[src/rtl/branch_seq_ctrl.sv]
// branch_seq_ctrl
//   PC sequencer for the multi-cycle reference CPU. Offers one PC at a time
//   to fetch, waits for that instruction to retire, then selects the next PC.
//   After a branch/jump retires, the delay slot at branch_pc+4 issues next and
//   the branch's resolved PC follows. Exceptions redirect to a vector and
//   capture EPC/BD for CP0.
//
// Ports
//   clk              in   rising-edge clock
//   reset            in   asynchronous, active-high reset
//   issue_valid      out  pc is offered to fetch (Moore, registered)
//   issue_ready      in   fetch accepts pc (handshake when both high)
//   pc               out  PC of the offered / in-flight instruction
//   in_slot          out  offered / in-flight instruction is a delay slot
//   retire_valid     in   in-flight instruction completed (1-cycle pulse)
//   retire_is_branch in   retiring instruction is a branch/jump
//   retire_new_pc    in   resolved next PC of the retiring branch
//   exc_valid        in   in-flight instruction raised an exception (pulse)
//   exc_vec          in   exception handler address
//   exc_epc          out  EPC captured at the last exception
//   exc_bd           out  BD bit captured at the last exception
//   slot_err         out  1-cycle pulse: branch retired inside a delay slot
module branch_seq_ctrl #(
  parameter logic [31:0] RESET_PC = 32'hbfc0_0000
) (
  input  logic        clk,
  input  logic        reset,
  output logic        issue_valid,
  input  logic        issue_ready,
  output logic [31:0] pc,
  output logic        in_slot,
  input  logic        retire_valid,
  input  logic        retire_is_branch,
  input  logic [31:0] retire_new_pc,
  input  logic        exc_valid,
  input  logic [31:0] exc_vec,
  output logic [31:0] exc_epc,
  output logic        exc_bd,
  output logic        slot_err
);

  typedef enum logic [1:0] {
    S_BOOT  = 2'd0,
    S_ISSUE = 2'd1,
    S_WAIT  = 2'd2
  } state_t;

  state_t      state_q, state_d;
  logic        issue_valid_q, issue_valid_d;
  logic [31:0] pc_q, pc_d;
  logic        in_slot_q, in_slot_d;
  logic        pend_q, pend_d;
  logic [31:0] target_q, target_d;
  logic [31:0] bpc_q, bpc_d;
  logic [31:0] epc_q, epc_d;
  logic        bd_q, bd_d;
  logic        slot_err_q, slot_err_d;

  always_comb begin
    state_d    = state_q;
    pc_d       = pc_q;
    in_slot_d  = in_slot_q;
    pend_d     = pend_q;
    target_d   = target_q;
    bpc_d      = bpc_q;
    epc_d      = epc_q;
    bd_d       = bd_q;
    slot_err_d = 1'b0;

    unique case (state_q)
      S_BOOT: begin
        state_d = S_ISSUE;
      end

      S_ISSUE: begin
        // pc stays put until fetch takes it, and is held while in flight.
        if (issue_ready) begin
          state_d = S_WAIT;
        end
      end

      S_WAIT: begin
        if (exc_valid) begin
          // Exception wins over a same-cycle retire. A faulting delay slot
          // reports its branch as EPC so the handler can re-run the branch.
          state_d   = S_ISSUE;
          epc_d     = in_slot_q ? bpc_q : pc_q;
          bd_d      = in_slot_q;
          pc_d      = exc_vec;
          pend_d    = 1'b0;
          in_slot_d = 1'b0;
        end else if (retire_valid) begin
          state_d = S_ISSUE;
          if (!pend_q) begin
            pc_d = pc_q + 32'd4;
            if (retire_is_branch) begin
              bpc_d     = pc_q;
              target_d  = retire_new_pc;
              pend_d    = 1'b1;
              in_slot_d = 1'b1;
            end
          end else begin
            // Delay slot done: jump to the owed target. A branch sitting in
            // the slot is flagged and its own resolved PC dropped.
            pc_d       = target_q;
            pend_d     = 1'b0;
            in_slot_d  = 1'b0;
            slot_err_d = retire_is_branch;
          end
        end
      end

      default: begin
        state_d = S_BOOT;
      end
    endcase

    issue_valid_d = (state_d == S_ISSUE);
  end

  always_ff @(posedge clk or posedge reset) begin
    if (reset) begin
      state_q       <= S_BOOT;
      issue_valid_q <= 1'b0;
      pc_q          <= RESET_PC;
      in_slot_q     <= 1'b0;
      pend_q        <= 1'b0;
      target_q      <= 32'd0;
      bpc_q         <= 32'd0;
      epc_q         <= 32'd0;
      bd_q          <= 1'b0;
      slot_err_q    <= 1'b0;
    end else begin
      state_q       <= state_d;
      issue_valid_q <= issue_valid_d;
      pc_q          <= pc_d;
      in_slot_q     <= in_slot_d;
      pend_q        <= pend_d;
      target_q      <= target_d;
      bpc_q         <= bpc_d;
      epc_q         <= epc_d;
      bd_q          <= bd_d;
      slot_err_q    <= slot_err_d;
    end
  end

  assign issue_valid = issue_valid_q;
  assign pc          = pc_q;
  assign in_slot     = in_slot_q;
  assign exc_epc     = epc_q;
  assign exc_bd      = bd_q;
  assign slot_err    = slot_err_q;

endmodule

[config.mk]
export PLATFORM = sky130hd
export DESIGN_NAME = branch_seq_ctrl
export DESIGN_NICKNAME = d
export VERILOG_FILES = /design/src/rtl/branch_seq_ctrl.sv
export SDC_FILE = /design/constraint.sdc
export NUM_CORES = 1
export LEC_CHECK = 0
export ABC_AREA = 1
export CORE_UTILIZATION = 40
export CTS_BUF_LIST = sky130_fd_sc_hd__clkbuf_8
export CTS_CLUSTER_DIAMETER = 150
export DETAILED_ROUTE_END_ITERATION = 16
export GPL_ROUTABILITY_DRIVEN = 0
export PLACE_DENSITY = 0.63
export SYNTH_ARGS = -nofsm -noshare
export SYNTH_HDL_FRONTEND = slang
export SYNTH_SLANG_ARGS = --single-unit
[constraint.sdc]
create_clock -name clk -period 5.25 [get_ports clk]
set_input_delay 0.525 -clock clk [delete_from_list [all_inputs] [get_ports clk]]
set_output_delay 0.525 -clock clk [all_outputs]
set_load 0.02 [all_outputs]
; ---- Yosys cells after proc, flatten, opt, wreduce, memory -nomap -nowiden
; Index checks and enable logic that the tools add are counted.
[totals]
wordCells = 43
reg_bits = 135
input_bits = 70
output_inout_bits = 68
[op_classes]
reduce_logical = 7
n_eq_ne = 3
addsub = 1
bitwise = 2
n_mux = 20
[ops]
columns = operator, count
row1 = $mux 32, 4
row2 = $add 32x3->32 const B, 1
row3 = $mux 1, 12
row4 = $mux 2, 3
row5 = $pmux 2 s3, 1
row6 = $reduce_and 5->1, 1
row7 = $eq 2x1->1 const B, 2
row8 = $reduce_and 2->1, 2
row9 = $reduce_and 3->1, 1
row10 = $reduce_bool 3->1, 1
row11 = $eq 2x2->1 const B, 1
row12 = $logic_not 2->1, 1
row13 = $not 1->1, 2
row14 = $reduce_bool 2->1, 1

; ---- Logic depth before layout (Yosys ltp)
[depth]
ltp_word = 4
mapped_depth = 11
depth_no_buf = 11

; ---- Worst setup path before layout
; OpenSTA, ideal clock, no wires.
[synth_path]
kind = input to register
startpoint = in exc_valid
endpoint = reg target_q[0]
setup_time_ps = 128
arrival_ps = 1468
t_required_ps = 5122
cell_stages = 7
slack_ps = 3655
path_cell_list = buf_6 inv_2 nand2_1 inv_2 nand3_4 buf_4 mux2_1
[synth_via]
elab_chain_len = 2
[synth_lines]
columns = element, line
row1 = "start, declared", 35  ; input logic exc_valid,
row2 = $not 1->1 (no line), --
row3 = $reduce_and 5->1 (no line), --
row4 = "end signal, assigned", 139  ; target_q <= target_d;
row5 = "end, declared", 53  ; logic [31:0] target_q, target_d;
; No other way between the ends.
; A chain may end at the register's enable or synchronous reset.

; ---- Worst setup path after layout
[layout_path]
startpoint = in exc_valid
endpoint = reg bpc_q[24]
[layout_via]
elab_chain_len = 2
[layout_lines]
columns = element, line
row1 = $not 1->1 (no line), --
row2 = $reduce_and 5->1 (no line), --
row3 = "end signal, assigned", 140  ; bpc_q <= bpc_d;
row4 = "end, declared", 54  ; logic [31:0] bpc_q, bpc_d;
; No other way between the ends.

==> flow_summary.yaml <==
status:
  status: "completed"
floorplan:
  start_util: 0.4099
  rows: 46
  ios: 138
  die_w_um: 129.8
  die_h_um: 129.8
  dieArea_mm2: 0.01685
  core_mm2: 0.01594
synth:
  yosys.area.top_type: "dfrtp_1"
  yosysUniqueCellTypes: 31
  synthArstFlopShare: 1.000
  synth_cells: 803
  synth-main-ff-cell: "dfrtp_1"
  synthTopCellsByCount: "nand2_1, dfrtp_1, o21ai_0"
  yosys-top-cells-area: "dfrtp_1, nand2_1, o21ai_0"
  synth_top_area_share: 0.4825
  syn-num-nets: 874
  synth_edf_count: 0
  netlist_area_mm2: 0.006535
  ys_ff_latch: 135
  seq_area_frac_synth: 0.5187
  synth_most_common_cell: "nand2_1"
  avgSynthCellArea_um2: 8.138
  ys_warn_count: 0
critical_path:
  startpoint_type: "input pin"
  crit_path_end_kind: "flop"
  worst-setup-path-type: "input pin to flop"
  slowest_delay_ps: 900
  r2r_slack_ps: 2910
  critPathBufInv: 2
  cp.arrival_ps: 3230
  critPathTopFamily: "buffers and inverters"
  cp_cell_sequence: "clkdlybuf4s50_1, nor2_4, nor2_8, nand3_4, buf_4, nand2_1, o21ai_0"
  path_max_fanout: 84
  required_ps: 5550
  cp_slowest_cell: "clkdlybuf4s50_1"
detailed_routing:
  via_per_inst: 4.997
  drt_iter0_drc: 462
  vias: 5767
  firstDrtPassIters: 5
  drc: 0
  wirelength_um: 17050
  wl_per_cell_um: 14.78
  postRouteAntennaNets: 0
power_and_ir_drop:
  power_leakage_uw: 0.003788
  peakVddDrop_mv: 0.2100
  pwr_density_cell_mw_per_mm2: 550.5
  power.total_uw: 4638
timing:
  hold_viol: 0
  holdWs_ps: 466.9
  fin_crit_sh: 0.5571
  finalSetupViolCount: 0
  max_freq_mhz: 341.9
  tightest_slew_ps: 760.5
  rsz0062_at_grt: "false"
  fin_worst_skew_ps: 10.26
  period_minus_slack_ps: 2925
  relSlewSlack: 0.4930
  tns_ps: 0
  drv_slew: 0
clocking:
  post_cts_buffers: 0
  postCtsHoldBufs: 0
  cts_num_sinks: 135
  clkTransAtPathRegs_ps: 70
  root_buffer: "clkbuf_8"
  tritoncts: "done"
  post_cts_resized: 0
  h-tree-depth: 4
  insertion_delay_ps: 460
  cts_buffers: 17
  clockBufferDepth: 2
final_layout:
  diodes: 0
  layout-drive-gt1-share: 0.06716
  final-instance-count-excl-fill: 1154
  area_growth_pct: 28.91
  fin_nets: 996
  finalCoreUtilization: 0.5284
placed_design:
  portBuffers: 137
  dp.cells: 1122
  dp_hpwl_um: 12230
flow_run:
  cap_violations: 0
grt:
  antenna_found_initial: 0
  overflow: 0
  grt_max_degree: 85
  grt_usage: 0.2160
  first_global_vias: 5290
  grt_first_pass_wirelength_um: 27530
worst_hold_path:
  min_path_type: "flop to flop"
-- layer usage --
| metal | wire length (µm) | track usage |
|---|---|---|
| met1 | 8499 | 0.3169 |
| met2 | 7256 | 0.3089 |
| met3 | 982 | 0.04592 |
| met4 | 313 | 0.08824 |
| met5 | 0 | 0 |
-- sequential cells by signal, indices dropped and copies added, names as in the netlist --
signal / cells
bpc_q: 32
exc_bd: 1
exc_epc: 32
in_slot: 1
issue_valid: 1
pc: 32
pend_q: 1
slot_err: 1
state_q: 2
target_q: 32
-- final cells by class --
class                      instances  area (µm²)
clock buffer                      20       275.3
fill                            1559        7518
clock inverter                    12       112.6
sequential                       135        3390
multi-input combinational        557        2693
inverter                          72       275.3
tap                              216       270.3
timing repair buffer             142        1409
-- stage by stage --
stage                     setup WS (ps)  instance area [µm²]
after CTS                          2346                 8424
after detailed placement           1861                 8036
after global routing               2099                 8424
after floorplan                    1129                 6535
after global placement             1917                 8036
final                              2325                 8424
-- path summary, 6_finish.rpt --
path | startpoint | to | cells after the start
worst max-delay path | exc_valid | bpc_q[24] | 7
worst min-delay path | state_q[0] | state_q[1] | 1
worst max register to register | state_q[0] | bpc_q[24] | 7
worst min register to register | state_q[0] | state_q[1] | 1
max in group asynchronous | reset | exc_epc[24] | 3
min in group asynchronous | reset | slot_err | 2
-- logic make-up after synthesis --
family | count (synthesis) | synth area share
mux | 15 | 0.02585
flops | 135 | 0.5187
buf+inv | 111 | 0.06931
fa+ha+maj | 1 | 0.001914
simple gates | 347 | 0.2236
compound gates | 194 | 0.1606
-- where the power goes --
part	internal [µW]	switching [µW]
sequential	1520	334
combinational	803	1140
clock	449	388
total	2780	1860
-- placed cells by master, fill, tap and decap left out, drive strengths merged, types with 2 or more instances in the layout --
| master | count |
|---|---|
| nand2 | 215 |
| clkdlybuf4s50 | 137 |
| dfrtp | 126 |
| o21ai | 122 |
| nor2 | 81 |
| inv | 76 |
| a21oi | 47 |
| nand3 | 45 |
| clkbuf | 20 |
| a221oi | 15 |
| mux2 | 15 |
| dfstp | 9 |
| buf | 5 |
| nand4 | 4 |
| a31oi | 3 |
| clkinv | 3 |
| clkinvlp | 3 |
| a22oi | 2 |
| a21boi | 2 |
| o211ai | 2 |
| bufinv | 2 |
-- worst register-to-register path: stages, from the launching register on --
cell	delay, ps
dfrtp_1	390
inv_1	70
nand2_2	90
nor2_8	430
nand3_4	450
buf_4	490
nand2_1	180
o21ai_0	90
(Power assumes the default switching activity.)
